===== config.mk =====
export PLATFORM = sky130hd
export DESIGN_NAME = uart_tx_beacon_top
export DESIGN_NICKNAME = d
export VERILOG_FILES = /design/src/rtl/uart_tx_beacon_top.sv
export SDC_FILE = /design/constraint.sdc
export NUM_CORES = 1
export LEC_CHECK = 0
export BUFFER_PORTS_ARGS = -buffer_cell sky130_fd_sc_hd__buf_2
export CAP_MARGIN = 20
export CORE_ASPECT_RATIO = 0.7
export CORE_MARGIN = 5
export CORE_UTILIZATION = 50
export DETAILED_ROUTE_END_ITERATION = 10
export GPL_ROUTABILITY_DRIVEN = 0
export PLACE_DENSITY = 0.66
export RECOVER_POWER = 100
export SLEW_MARGIN = 20
export SYNTH_ARGS = -nofsm -noshare
export SYNTH_HDL_FRONTEND = slang
export SYNTH_SLANG_ARGS = --single-unit
export TNS_END_PERCENT = 50

===== constraint.sdc =====
create_clock -name clk_hw -period 6.2 [get_ports clk_hw]
set_clock_uncertainty 0.05 [all_clocks]
set_input_delay 0.62 -clock clk_hw [delete_from_list [all_inputs] [get_ports clk_hw]]
set_output_delay 0.62 -clock clk_hw [all_outputs]
set_load 0.01 [all_outputs]

===== src/rtl/uart_tx_beacon_top.sv =====
// rtl/uart_tx_beacon_top.sv - baud tick generator plus fixed-byte 8N1 UART beacon
//
// Purpose:
//    Free-running baud divider feeding an 8N1 transmitter that repeatedly sends
//    TX_BYTE, separated by GAP_BITS idle bit-times. Every output is a flop.
// Ports:
//    clk_hw    in   system clock, rising edge
//    rst_n     in   asynchronous active-low reset
//    tx_pin    out  UART TX line, idles high
//    busyLed   out  high from start bit through stop bit
//    test_pin  out  toggles on every baud tick
`timescale 1ns/10ps
module uart_tx_beacon_top #(
   parameter int unsigned SIZE_COUNTER  = 11,
   parameter int unsigned LIMIT_COUNTER = 1249,
   parameter logic [7:0]  TX_BYTE       = 8'h9A,
   parameter int unsigned GAP_BITS      = 2
) (
   input  logic clk_hw,
   input  logic rst_n,
   output logic tx_pin,
   output logic busyLed,
   output logic test_pin
);

   localparam int unsigned GAP_W = (GAP_BITS > 1) ? $clog2(GAP_BITS) : 1;

   localparam logic [SIZE_COUNTER-1:0] CNT_LIMIT = SIZE_COUNTER'(LIMIT_COUNTER);
   localparam logic [SIZE_COUNTER-1:0] CNT_ONE   = SIZE_COUNTER'(1);
   localparam logic [GAP_W-1:0]        GAP_LAST  = GAP_W'(GAP_BITS - 1);
   localparam logic [GAP_W-1:0]        GAP_ONE   = GAP_W'(1);

   typedef enum logic [1:0] {
      ST_IDLE,
      ST_START,
      ST_DATA,
      ST_STOP
   } state_t;

   logic [SIZE_COUNTER-1:0] cnt;
   logic                    tick;

   state_t                  state, state_n;
   logic [7:0]              shreg, shreg_n;
   logic [2:0]              bit_idx, bit_idx_n;
   logic [GAP_W-1:0]        gap_cnt, gap_n;
   logic                    tx_n, busy_n;

   // ---------------- baud divider ----------------
   assign tick = (cnt == CNT_LIMIT);

   always_ff @(posedge clk_hw or negedge rst_n) begin
      if (!rst_n) begin
         cnt      <= '0;
         test_pin <= 1'b0;
      end else if (tick) begin
         cnt      <= '0;
         test_pin <= ~test_pin;
      end else begin
         cnt      <= cnt + CNT_ONE;
      end
   end

   // ---------------- transmitter state register ----------------
   always_ff @(posedge clk_hw or negedge rst_n) begin
      if (!rst_n) begin
         state   <= ST_IDLE;
         shreg   <= '0;
         bit_idx <= '0;
         gap_cnt <= '0;
         tx_pin  <= 1'b1;
         busyLed <= 1'b0;
      end else begin
         state   <= state_n;
         shreg   <= shreg_n;
         bit_idx <= bit_idx_n;
         gap_cnt <= gap_n;
         tx_pin  <= tx_n;
         busyLed <= busy_n;
      end
   end

   // ---------------- next-state / output logic ----------------
   // Everything advances only on a baud tick, so each line bit is held for
   // exactly one tick period. The shift register always presents the next
   // data bit in shreg[0].
   always_comb begin
      state_n   = state;
      shreg_n   = shreg;
      bit_idx_n = bit_idx;
      gap_n     = gap_cnt;
      tx_n      = tx_pin;
      busy_n    = busyLed;

      if (tick) begin
         case (state)
            ST_IDLE: begin
               tx_n   = 1'b1;
               busy_n = 1'b0;
               if (gap_cnt == GAP_LAST) begin
                  shreg_n = TX_BYTE;
                  state_n = ST_START;
                  tx_n    = 1'b0;
                  busy_n  = 1'b1;
               end else begin
                  gap_n = gap_cnt + GAP_ONE;
               end
            end
            ST_START: begin
               tx_n      = shreg[0];
               shreg_n   = {1'b0, shreg[7:1]};
               bit_idx_n = 3'd0;
               state_n   = ST_DATA;
            end
            ST_DATA: begin
               if (bit_idx == 3'd7) begin
                  tx_n    = 1'b1;
                  state_n = ST_STOP;
               end else begin
                  tx_n      = shreg[0];
                  shreg_n   = {1'b0, shreg[7:1]};
                  bit_idx_n = bit_idx + 3'd1;
               end
            end
            ST_STOP: begin
               tx_n    = 1'b1;
               busy_n  = 1'b0;
               gap_n   = '0;
               state_n = ST_IDLE;
            end
            default: begin
               state_n = ST_IDLE;
            end
         endcase
      end
   end

endmodule


==> results of run 1 <==
-- per-stage QoR --
stage	hold WS, ns	instances	power [mW]	setup slack [ns]
floorplan	0.274	126	0.186	4.27
global placement	0.414	163	0.190	3.96
detailed placement	0.419	163	0.190	3.87
CTS	0.312	167	0.294	3.88
global route	0.471	167	0.302	2.33
finish	0.439	167	0.289	2.52
-- logic make-up after synthesis --
kind of cell	after synthesis
flops	28
simple gates	46
buf+inv	12
fa+ha+maj	10
xor+xnor	9
mux	11
compound gates	10
-- synth_stat cells, types with 2 or more instances --
cell type | n | area (sq um)
xor2_1 | 3 | 26.3
nor4b_4 | 2 | 47.6
ha_1 | 10 | 125
and3_1 | 2 | 12.5
xnor2_1 | 6 | 52.6
inv_1 | 9 | 33.8
mux2i_1 | 7 | 70.1
and3_2 | 2 | 15.0
nand2_1 | 12 | 45.0
nor2_1 | 7 | 26.3
nand3_1 | 7 | 35.0
a22o_1 | 2 | 17.5
mux2_4 | 3 | 45.0
nor3_1 | 2 | 10.0
nor2b_1 | 3 | 18.8
o21ai_0 | 5 | 25.0
nand4_1 | 4 | 25.0
dfrtp_1 | 27 | 676
-- layout make-up --
type                    count  area share
inverters                   9      0.0226
clock buffers               4      0.0302
well taps                  36      0.0302
multi-input cells          86       0.437
repair buffers              4      0.0101
flip-flops and latches     28       0.470
-- routing by layer --
metal / up-vias / GRT usage
met4: 0 / 0.0723
met2: 9 / 0.196
met5: - / 0
li1: 441 / -
met3: 5 / 0.0379
met1: 425 / 0.207
-- worst max-delay path, delay by kind of cell (launching register included) --
family                     cells  cell delay (ns)
and+or+nand+nor                3             2.53
DFF                            1             0.44
muxes                          1             0.36
adders and majority gates      1             0.13
buffers and inverters          1             0.08
-- flip-flops by register name (all words and copies together) (netlist names) --
name      flops
test_pin      1
tx_pin        1
gap_cnt       1
busyLed       1
state         2
cnt          11
bit_idx       3
shreg         8
-- where the power goes --
part           leakage, nW  switching (mW)  internal, mW
combinational        0.271         0.00333      0.000113
clock               0.0228          0.0567        0.0462
sequential           0.373               0         0.182
total                0.667          0.0600         0.229
-- worst max path at each step --
stage	start	endpoint	slack, ns	cells past startpoint
finish	cnt[1]	shreg[3]	2.52	6
global route	cnt[0]	shreg[0]	2.33	5
CTS	cnt[1]	shreg[3]	3.88	6
detailed placement	cnt[1]	shreg[4]	3.87	6
global placement	cnt[1]	shreg[3]	3.96	6
floorplan	cnt[1]	shreg[1]	4.27	7
==> results.py, run 1 <==
metrics = {
    "worst_setup_path": {
        "r2r-start": "cnt[1]",
        "cpMostUsedCell": "nor4b_1",
        "required_ns": 6.33,
        "crit_chain": "inv_1 > ha_1 > nor4b_1 > nand3_4 > nor4b_1 > mux2_4",
        "worst_ep_arrival_time_ns": 3.81,
        "critical_path_class": "flop to flop",
        "worstSetupStartpointType": "flop",
        "worst_path_max_delay_cell": "nor4b_1",
        "ff2ff_setup_slack_ns": 2.52,
        "cp_slowest_stage_delay_ns": 1.74,
        "path_max_fanout": 9,
        "worst-r2r-cell-count": 6,
        "critPathCaptureType": "flop",
        "reg2reg_to": "shreg[3]",
    },
    "global_routing": {
        "grt_start_max_net_pins": 29,
        "grtUsageTotal": 0.143,
        "grt_pass1_vias": 874,
        "antenna_found_initial": 0,
        "grt_pass1_wl_microns": 4240,
        "grt.overflow.total": 0,
    },
    "sta": {
        "final.period_utilization": 0.594,
        "tightest_slew_ns": 2.13,
        "timing.setup.tns_ns": 0,
        "hold_viol_final": 0,
        "fmax_ghz": 0.271,
        "drv_slew": 9,
        "finalSetupViolCount": 0,
        "rsz0062_at_grt": "false",
        "period_needed_ns": 3.68,
        "slew_headroom": -0.443,
    },
    "synthesis": {
        "synth_cell_types": 31,
        "async_reset_ff_frac": 1.00,
        "synth_compound_area_frac": 0.0452,
        "synthMuxAreaShare": 0.0877,
        "synth_edf_count": 0,
        "syn_inst": 126,
        "synth_nets": 138,
        "yosys.area_share.simple": 0.201,
        "synth_top_flop_cell": "dfrtp_1",
        "synth_sequential_area_ratio": 0.487,
        "synthAdderAreaFrac": 0.0869,
        "synth-seq-cells": 28,
        "synth_xor_xnor_area_share": 0.0547,
        "synth_top_family_by_area": "simple AND/OR/NAND/NOR gates",
        "synthesis.area_sq_um": 1440,
        "ys_warn_count": 0,
        "syn_avg_cell_area_sq_um": 11.4,
    },
    "clock_tree": {
        "clkTransAtPathRegs_ns": 0.10,
        "post-cts-setup-buffer-count": 0,
        "numCtsBuffers": 3,
        "cts_buffer_depth": 2,
        "clk_latency_ns": 0.28,
        "cts_sinks": 28,
        "root_buffer": "clkbuf_8",
        "hold_buffers": 0,
        "cts_max_level": 1,
        "cts_tree": "built",
        "cts_resized": 0,
    },
    "layout": {
        "drive_gt1_frac": 0.0916,
        "seq_area_sq_um": 702,
        "layout_commonest_cell": "dfrtp_1",
        "syn2layout_area_growth_pct": 3.65,
        "antennaDiodeCount": 0,
        "fill_cells": 241,
        "design_area_sq_um": 1490,
        "final_cell_mix": "dfrtp_1, nand2_1, ha_1, inv_1",
        "nets": 144,
        "final_util": 0.536,
        "multi_input_area_sq_um": 652,
    },
    "floorplan": {
        "die_h_microns": 54.9,
        "start_util": 0.518,
        "core_sq_um": 2780,
        "die_w_microns": 74.1,
        "rows": 16,
        "dieArea_sq_um": 4070,
        "io_pins": 5,
    },
    "min_path": {
        "min_to": "tx_pin",
        "hp-start": "tx_pin",
        "hold_path_depth": 2,
        "min_path_type": "flop to flop",
    },
    "drt": {
        "viasPerCell": 5.27,
        "top_layer": "met4",
        "finalWirelength_microns": 2360,
        "drt_pass1_iterations": 4,
        "wl_met1_microns": 1290,
        "antenna_left": 0,
        "drt_iter0_markers": 32,
        "wl_per_cell_microns": 14.1,
        "wl_met3_microns": 62,
        "dr_total_vias": 880,
        "wl_met2_microns": 956,
        "drc": 0,
    },
    "place": {
        "hpwl_microns": 1640,
        "dpl_cell_area_sq_um": 1490,
        "port_buffers": 4,
    },
    "flow_run": {
        "cap_violations": 1,
    },
    "power": {
        "leakage_nw": 0.667,
        "power.density_nw_per_um2": 193,
        "ir_worst_vdd_mv": 0.109,
    },
    "status": {
        "status": "finished with violations",
        "violations": "max-capacitance violations, max-slew violations",
    },
}
No activity file was read; power rests on OpenSTA's default activity.
==> inputs of run 2 (changes only) <==
Clock period 6.2 ns to 3.5 ns, I/O delays scaled along.
==> run 2 against run 1 <==
The flow now finishes without violations. Die area unchanged. Sequential share of layout area decreased by 0.43 points. Sequential power increased by 77%. Combinational power increased by 78%. Sequential cell count unchanged. Clock power increased by 90%. Worst setup slack got worse by 1.7 ns. Non-clock buffer count unchanged. Critical path depth unchanged. Largest cell class unchanged.
==> results.py, run 2 (same netlist as run 1, synthesis figures left out) <==
metrics = {
    "worst_setup_path": {
        "reg2reg_to": "shreg[4]",
        "worstSetupStartpointType": "flop",
        "crit_family": "simple AND/OR/NAND/NOR gates",
        "ff2ff_setup_slack_ns": 0.81,
        "r2r-start": "cnt[1]",
        "cp_slowest_stage_delay_ns": 0.67,
        "worst_ep_arrival_time_ns": 2.80,
        "critPathCaptureType": "flop",
        "crit_chain": "inv_1 > ha_1 > nor4b_1 > nand3_4 > nor4b_4 > mux2_1",
        "worst-r2r-cell-count": 6,
        "timing.critical_path.buf_inv": 1,
        "critical_path_class": "flop to flop",
        "worst_path_max_delay_cell": "nor4b_4",
        "crit_cells": 6,
        "required_ns": 3.61,
        "path_max_fanout": 9,
    },
    "power": {
        "leakage_nw": 0.683,
        "power.density_nw_per_um2": 349,
        "ir_worst_vdd_mv": 0.261,
    },
    "clock_tree": {
        "root_buffer": "clkbuf_8",
        "hold_buffers": 0,
        "numCtsBuffers": 3,
        "cts_max_level": 1,
        "cts_sinks": 28,
        "clk_latency_ns": 0.27,
        "post-cts-setup-buffer-count": 0,
        "clkTransAtPathRegs_ns": 0.09,
        "cts_resized": 0,
        "cts_buffer_depth": 2,
        "cts_tree": "built",
    },
    "floorplan": {
        "rows": 16,
        "die_w_microns": 74.1,
        "dieArea_sq_um": 4070,
        "io_pins": 5,
        "die_h_microns": 54.9,
        "start_util": 0.518,
        "core_sq_um": 2780,
    },
    "global_routing": {
        "use_met1": 0.200,
        "grt_use_met2": 0.199,
        "met3_usage": 0.0397,
        "grt.overflow.total": 0,
        "grt_pass1_vias": 892,
        "grtUsageTotal": 0.136,
        "busiest_layer": "met1",
        "antenna_found_initial": 0,
        "grt_pass1_wl_microns": 4120,
        "grt_start_max_net_pins": 29,
    },
    "drt": {
        "wl_per_cell_microns": 14.0,
        "drt_iter0_markers": 38,
        "finalWirelength_microns": 2330,
        "drc": 0,
        "antenna_left": 0,
        "dr_total_vias": 858,
        "viasPerCell": 5.14,
        "drt_pass1_iterations": 4,
    },
    "layout": {
        "top_register": "cnt",
        "layout_commonest_cell": "dfrtp_1",
        "seq_area_sq_um": 702,
        "antennaDiodeCount": 0,
        "final_cell_mix": "dfrtp_1, nand2_1, ha_1, inv_1",
        "drive_gt1_frac": 0.0840,
        "nets": 144,
        "fill_cells": 241,
        "largest_register_ffs": 11,
        "multi_input_area_sq_um": 656,
        "syn2layout_area_growth_pct": 4.60,
        "top_regs": "cnt: 11 flops, shreg: 8 flops, bit_idx: 3 flops",
        "final_util": 0.541,
    },
    "sta": {
        "hold_viol_final": 0,
        "slew_headroom": 0.0217,
        "timing.setup.tns_ns": 0,
        "rsz0062_at_grt": "false",
        "hold-worst-slack_ns": 0.356,
        "drv_slew": 0,
        "period_needed_ns": 2.69,
        "final.period_utilization": 0.768,
        "fmax_ghz": 0.372,
        "tightest_slew_ns": 1.47,
        "finalSetupViolCount": 0,
    },
    "status": {
        "status": "finished, final reports clean",
    },
    "min_path": {
        "min_path_type": "input pin to asynchronous set/reset pin",
    },
    "flow_run": {
        "cap_violations": 0,
    },
    "place": {
        "hpwl_microns": 1640,
        "port_buffers": 4,
    },
}
==> run 2: cell counts in the layout (fill, tap and decap cells not counted) <==
Identical to the previous run, type by type.
==> run 2: how the worst max path moves through the flow <==
stage / start / to / slack [ns]
finish: cnt[1] / shreg[4] / 0.81
global route: cnt[1] / shreg[4] / 0.66
global placement: cnt[1] / shreg[3] / 1.26
floorplan: cnt[1] / shreg[1] / 1.57
detailed placement: cnt[1] / shreg[4] / 1.18
CTS: cnt[1] / shreg[3] / 1.16
==> run 2: metal layers <==
layer  part of all wire  up-vias  wire, microns
met5                  0        -              0
li1                   -      442              -
met3              0.047        2            109
met1               0.53      398           1240
met4             0.0060        0             14
met2               0.42       16            971
==> run 2: worst register-to-register path, cell delays in order, from the launching register on <==
cell and delay, ns:
dfrtp_1 0.45, inv_1 0.09, ha_1 0.14, nor4b_1 0.57, nand3_4 0.23, nor4b_4 0.67, mux2_1 0.39
==> run 2: cell type report <==
cell class                      instances  area share
Timing Repair Buffer                    4     0.00997
Clock buffer                            4      0.0365
Sequential cell                        28       0.466
Tap cell                               36      0.0299
Inverter                                9      0.0224
Multi-Input combinational cell         86       0.435
==> run 2: power breakdown <==
| group | internal (mW) | switching, mW | leakage [nW] | total, mW |
|---|---|---|---|---|
| registers | 0.323 | 0 | 0.373 | 0.323 |
| logic | 0.000199 | 0.00594 | 0.282 | 0.00614 |
| clock network | 0.101 | 0.0957 | 0.0288 | 0.196 |
==> run 2: per-stage QoR <==
stage	std cells	worst slack, ns	instance area [sq um]	power (mW)
final	167	0.812	1510	0.526
after global routing	167	0.658	1510	0.552
after CTS	167	1.16	1540	0.536
after detailed placement	163	1.18	1490	0.337
after global placement	163	1.26	1490	0.337
after floorplan	126	1.57	1440	0.330
